--- src/rtl/pp_accumulator.sv ---
// rtl/pp_accumulator.sv - exponent-aligned partial-product window accumulator
module pp_accumulator #(
  parameter int KERNEL_SIZE = 9,
  parameter int ACC_W       = 40
) (
  input  logic             clk,
  input  logic             rst,
  input  logic             clear,
  input  logic             in_valid,
  output logic             in_ready,
  input  logic [4:0]       signed_pp,
  input  logic [4:0]       exp,
  output logic             out_valid,
  input  logic             out_ready,
  output logic [ACC_W-1:0] result,
  output logic [7:0]       count
);

  localparam logic [7:0] LAST = 8'(KERNEL_SIZE - 1);

  typedef enum logic {ACCUM, HOLD} state_t;

  state_t           state_q, state_d;
  logic [ACC_W-1:0] acc_q, acc_d;
  logic [ACC_W-1:0] result_q, result_d;
  logic [7:0]       count_q, count_d;
  logic             out_valid_q, out_valid_d;

  logic [ACC_W-1:0] pp_ext, term, sum;
  logic             accept;

  assign pp_ext   = {{(ACC_W-5){signed_pp[4]}}, signed_pp};
  assign term     = pp_ext << exp;
  // The first product of a window replaces the accumulator rather than adding to it.
  assign sum      = (count_q == 8'd0) ? term : acc_q + term;
  assign in_ready = (state_q == ACCUM) && !rst;
  assign accept   = in_valid && in_ready;

  assign out_valid = out_valid_q;
  assign result    = result_q;
  assign count     = count_q;

  always_comb begin
    state_d     = state_q;
    acc_d       = acc_q;
    result_d    = result_q;
    count_d     = count_q;
    out_valid_d = out_valid_q;
    case (state_q)
      ACCUM: begin
        if (clear) begin
          acc_d   = '0;
          count_d = 8'd0;
        end else if (accept) begin
          if (count_q == LAST) begin
            result_d    = sum;
            out_valid_d = 1'b1;
            count_d     = 8'd0;
            state_d     = HOLD;
          end else begin
            acc_d   = sum;
            count_d = count_q + 8'd1;
          end
        end
      end
      HOLD: begin
        if (out_ready) begin
          out_valid_d = 1'b0;
          state_d     = ACCUM;
        end
      end
      default: state_d = ACCUM;
    endcase
  end

  always_ff @(posedge clk) begin
    if (rst) begin
      state_q     <= ACCUM;
      acc_q       <= '0;
      result_q    <= '0;
      count_q     <= 8'd0;
      out_valid_q <= 1'b0;
    end else begin
      state_q     <= state_d;
      acc_q       <= acc_d;
      result_q    <= result_d;
      count_q     <= count_d;
      out_valid_q <= out_valid_d;
    end
  end

endmodule

--- config.mk ---
export PLATFORM = sky130hd
export DESIGN_NAME = pp_accumulator
export DESIGN_NICKNAME = d
export VERILOG_FILES = /design/src/rtl/pp_accumulator.sv
export SDC_FILE = /design/constraint.sdc
export NUM_CORES = 1
export LEC_CHECK = 0
export BUFFER_PORTS_ARGS = -buffer_cell sky130_fd_sc_hd__buf_4
export CAP_MARGIN = 20
export CORE_MARGIN = 3
export CORE_UTILIZATION = 41
export CTS_CLUSTER_DIAMETER = 50
export CTS_CLUSTER_SIZE = 40
export DETAILED_ROUTE_END_ITERATION = 8
export GPL_TIMING_DRIVEN = 0
export PLACE_DENSITY = 0.68
export SLEW_MARGIN = 20
export SYNTH_ARGS = -nofsm -noshare
export SYNTH_HDL_FRONTEND = slang
export SYNTH_SLANG_ARGS = --single-unit
--- constraint.sdc ---
create_clock -name clk -period 5.5 [get_ports clk]
set_input_delay 0.825 -clock clk [delete_from_list [all_inputs] [get_ports clk]]
set_output_delay 0.825 -clock clk [all_outputs]
set_load 0.01 [all_outputs]
Word level (Yosys, flattened, before mapping)
Index checks and enable logic that the tools add are counted.
{ "op_classes": {"add_sub_neg": 2, "eq_ne": 6, "shift": 1, "mux": 17, "n_bitwise": 2, "n_reduce_logical": 9} }
{ "ops": {"columns": ["cell", "count"], "rows": [
  ["$mux 40", 4],
  ["$add 40x40->40", 1],
  ["$shl 40x5->40", 1],
  ["$mux 8", 3],
  ["$add 8x1->8 const B", 1],
  ["$eq 8x4->1 const B", 1],
  ["$logic_not 8->1", 1],
  ["$mux 1", 8],
  ["$ne 2x2->1 const B", 4],
  ["$reduce_and 4->1", 2],
  ["$pmux 1 s2", 2],
  ["$reduce_and 3->1", 1],
  ["$logic_and 1x1->1", 2],
  ["$ne 2x1->1 const B", 1],
  ["$not 1->1", 2],
  ["$reduce_and 2->1", 1],
  ["$reduce_bool 2->1", 1],
  ["$logic_not 1->1", 1]
]} }
{ "word_totals": {"regBits": 90, "elab_cells": 42} }

Logic depth before layout (Yosys ltp)
{ "logic_depth": {"depth_word": 6, "mapped_depth": 20} }

Least setup slack after synthesis
OpenSTA, ideal clock, no wires.
{ "synth_path": {"path_kind": "in2reg", "startpoint": "in exp[0]", "endpoint": "reg acc_q[32]", "setup_ns": 0.122, "t_arrival_ns": 4.235, "t_required_ns": 5.378, "setup_slack_ns": 1.142, "cell_stages": 19, "cell_sequence": "buf_6 mux2_2 nor2_1 a21oi_1 a21oi_1 a21oi_1 ha_1 clkbuf_1 a21o_1 o21bai_1 a21oi_1 o21bai_1 a21o_1 a2111oi_0 o22ai_1 a41o_1 a221oi_4 xor2_1 o21ai_1"} }
{ "synth_via": {"elab_chain_cells": 6} }
{ "synth_lines": {"columns": ["item", "line_no", "rtl"], "rows": [
  ["start, declared", "12", "input logic [4:0] exp,"],
  ["$shl 40x5->40 (*)", "33", "assign term = pp_ext << exp;"],
  ["$add 40x40->40", "35", "assign sum = (count_q == 8'd0) ? term : acc_q + term;"],
  ["$mux 40 (*)", "35", null],
  ["$mux 40 (*)", "55", "if (count_q == LAST) begin"],
  ["$mux 40 (*)", "54", "end else if (accept) begin"],
  ["$mux 40 (*)", "51", "if (clear) begin"],
  ["end signal, assigned", "79", "acc_q <= '0;"],
  ["end signal, assigned", "85", "acc_q <= acc_d;"],
  ["end, declared", "24", "logic [ACC_W-1:0] acc_q, acc_d;"]
]} }
Mark *: on every way between the ends. The rest lies on a longest branch, timed or not. The select of a mux whose other input is x is not followed.
A chain may end at the register's enable or synchronous reset.

Final worst setup path
{ "layout_path": {"startpoint": "in signed_pp[4]", "endpoint": "reg acc_q[35]"} }
{ "layout_via": {"elab_chain_cells": 6} }
{ "layout_lines": {"columns": ["item", "line_no", "rtl"], "rows": [
  ["start, declared", "11", "input logic [4:0] signed_pp,"],
  ["$shl 40x5->40 (*)", "33", null],
  ["$add 40x40->40", "35", null],
  ["$mux 40 (*)", "35", null],
  ["$mux 40 (*)", "55", null],
  ["$mux 40 (*)", "54", null],
  ["$mux 40 (*)", "51", null]
]} }
Marks and branches as above.

==> results.yml <==
status:
  outcome: "completed"
layout:
  nNetsFinal: 975
  drive_gt1_frac: 0.101
  final_util: 0.494
  n_antenna_cell: 0
  final_cell_mix: "nor2_1 (97), a21oi_1 (96), nand2_1 (95), dfxtp_1 (90), o21ai_0 (65)"
  syn_to_final_growth_pct: 15.9
  layout_commonest_cell: "nor2_1"
  fin_area_um2: 7290
sta:
  finalSetupViolCount: 0
  rsz0062_at_grt: "false"
  min_period_over_period: 0.934
  maxSlewHeadroom: 0.427
  maxSlewViolCount: 0
  hold_violations: 0
  skew_ps: 13.1
  hold_slack_ps: 455
  fin_crit_ps: 5140
  fmax_mhz: 195
  worst_slew_pin_slew_ps: 852
power:
  total_leakage_power_uw: 0.00308
  ir_drop_v: 0.000150
  p_per_area_nw_per_um2: 225
routing:
  first_iter_violations: 601
  first_pass_iters: 5
  vias: 6473
  ant_nets: 0
  drc: 0
  via_per_inst: 5.84
  routed_wl_mm: 20.7
  post_drt_wl_per_cell_um: 18.7
critical_path:
  slowest_stage: "or3b_2"
  path_max_fanout: 10
  path_class: "in -> reg"
  cp_cell_sequence: "buf_4, clkbuf_1, mux2i_1, o21ai_0, a21oi_1, a21oi_1, ha_1, a21o_1, a21o_1, a21o_1, or3b_2, and3_1, a21oi_1, o21ai_0, xor2_1, a221o_1"
  cp_slowest_stage_delay_ps: 450
  cp-start-kind: "input port"
  r2r_cells: 14
  crit_path_end_kind: "flip-flop"
  worstPathArrival_ps: 5380
  worst_ep_required_time_ps: 5740
floorplanning:
  rows: 44
  start_util: 0.426
  io_pins: 65
  die_w_um: 130
  dieArea_um2: 16900
  die_h_um: 130
  coreArea_um2: 14800
global_route:
  grt_pass1_wl_mm: 32.2
  grt_use_total: 0.247
  grt_max_degree: 16
  antenna_found_initial: 0
  grt_pass1_vias: 5858
  grt-ovfl-total: 0
cts:
  clock_path_buffers: 2
  insertion_delay_ps: 360
  clk_pin_slew_ps: 70
  cts_buffers: 9
  root_buffer: "clkbuf_16"
  cts.sink_count: 90
  cts_max_level: 3
  cts_tree: "done"
logic_synthesis:
  synth_area_leaders: "dfxtp_1 (29%), ha_1 (8.0%), a21oi_1 (7.6%)"
  synth-seq-area-share: 0.287
  syn-num-nets: 903
  synth.largest_area_cell: "dfxtp_1"
  synth_ff_type: "dfxtp_1"
  synth_top_area_frac: 0.287
  syn_area_per_cell_um2: 7.42
  async_reset_ff_frac: 0
  ys_types: 68
  syn_area_um2: 6290
  synth-seq-cells: 90
  yosys_warnings: 0
  syn_inst: 847
  synth_edf_count: 0
placement:
  portBuffers: 61
  dp_hpwl_mm: 15.6
  placed_cell_area_um2: 6980
  gp_congestion: 0.977
flow_run:
  drv_cap: 0
worst_hold_path:
  holdPathStages: 2
  min-delay-path-class: "reg -> reg"
[power by group]
group / switching (µW) / internal [µW] / leakage (µW) / total, µW
Combinational: 206 / 103 / 0.00220 / 309
Clock: 286 / 380 / 0.000153 / 666
Sequential: 6.18 / 660 / 0.000727 / 666
Total: 498 / 1140 / 0.00308 / 1640
[worst max-delay path: cells and delay by family]
| family | cells | cell delay, ps |
|---|---|---|
| muxes | 1 | 130 |
| xor gates and xnor gates | 1 | 200 |
| and+or+nand+nor | 2 | 730 |
| buffers and inverters | 2 | 500 |
| adders and majority gates | 1 | 350 |
| AOI/OAI and AO/OA | 9 | 2640 |
[area by class of cell]
class / count / area, µm²
Buffer: 62 / 244
Clock inverter: 5 / 60.1
Multi-Input combinational cell: 673 / 4160
Sequential cell: 90 / 1800
Clock buffer: 11 / 253
Tap cell: 184 / 230
Inverter: 22 / 82.6
Timing Repair Buffer: 61 / 458
Fill cell: 1494 / 7460
[per-stage QoR]
stage | power, µW | worst slack, ps | std cells | setup TNS, ps
finish | 1640 | 363 | 1108 | 0
floorplan | 899 | 1140 | 847 | 0
global placement | 983 | -41.9 | 1092 | -41.9
global route | 1710 | 141 | 1108 | 0
detailed placement | 983 | -2.76 | 1092 | -2.76
CTS | 1640 | 390 | 1108 | 0
[final timing paths]
kind | start | end | slack [ps]
min | result[19]$_SDFFE_PP0P_ | result[19]$_SDFFE_PP0P_ | 460
min reg2reg | result[19]$_SDFFE_PP0P_ | result[19]$_SDFFE_PP0P_ | 460
max | signed_pp[4] | acc_q[35]$_SDFFE_PP0P_ | 360
max reg2reg | acc_q[0]$_SDFFE_PP0P_ | acc_q[38]$_SDFFE_PP0P_ | 1860
[cells by family (layout without fill, tap and decap cells)]
logic type               Yosys count  in the layout  share of synthesized area
AO/OA/AOI/OAI                    289            289                      0.289
XOR/XNOR                          42             42                     0.0585
flip-flops                        90             90                      0.287
AND/OR/NAND/NOR                  284            284                      0.203
adder cells (fa/ha/maj)           43             43                     0.0862
buffers and inverters             84            161                     0.0519
multiplexers                      15             15                     0.0253
[per-layer routing]
metal	wire length, µm	vias to the layer above	GRT usage
met3	1440	23	0.0385
met5	0	-	0
met1	9540	3033	0.355
met4	315	0	0.0538
li1	-	3180	-
met2	9370	237	0.392
[cells in the mapped netlist (3+ instances only)]
cell	count
a211o_1	4
a211oi_1	17
a21boi_0	3
a21o_1	26
a21oi_1	96
a221o_1	3
a222oi_1	5
a22oi_1	12
a31oi_1	12
and2_1	5
and3_1	9
buf_1	6
clkbuf_1	52
dfxtp_1	90
ha_1	40
inv_1	22
mux2_2	3
mux2i_1	11
nand2_1	95
nand2b_1	9
nand3_1	24
nand4_1	11
nor2_1	97
nor2b_1	7
nor3_1	11
nor4_1	3
o211ai_1	3
o21a_1	4
o21ai_0	66
o21bai_1	11
o22ai_1	4
xnor2_1	24
xor2_1	18
[registers in the layout, summed over array words and instances, names as in the netlist]
name and flops:
acc_q 40, result 40, count 8, out_valid 1
state_q 1
[repair_timing]
item | 4_1_cts | 5_1_grt
setup buffers | 0 | 0
setup endpoints to repair | 0 | 2
hold buffers | 0 | 0
resized for setup | 0 | 1
Note: power is estimated with default switching activity, not from simulation.
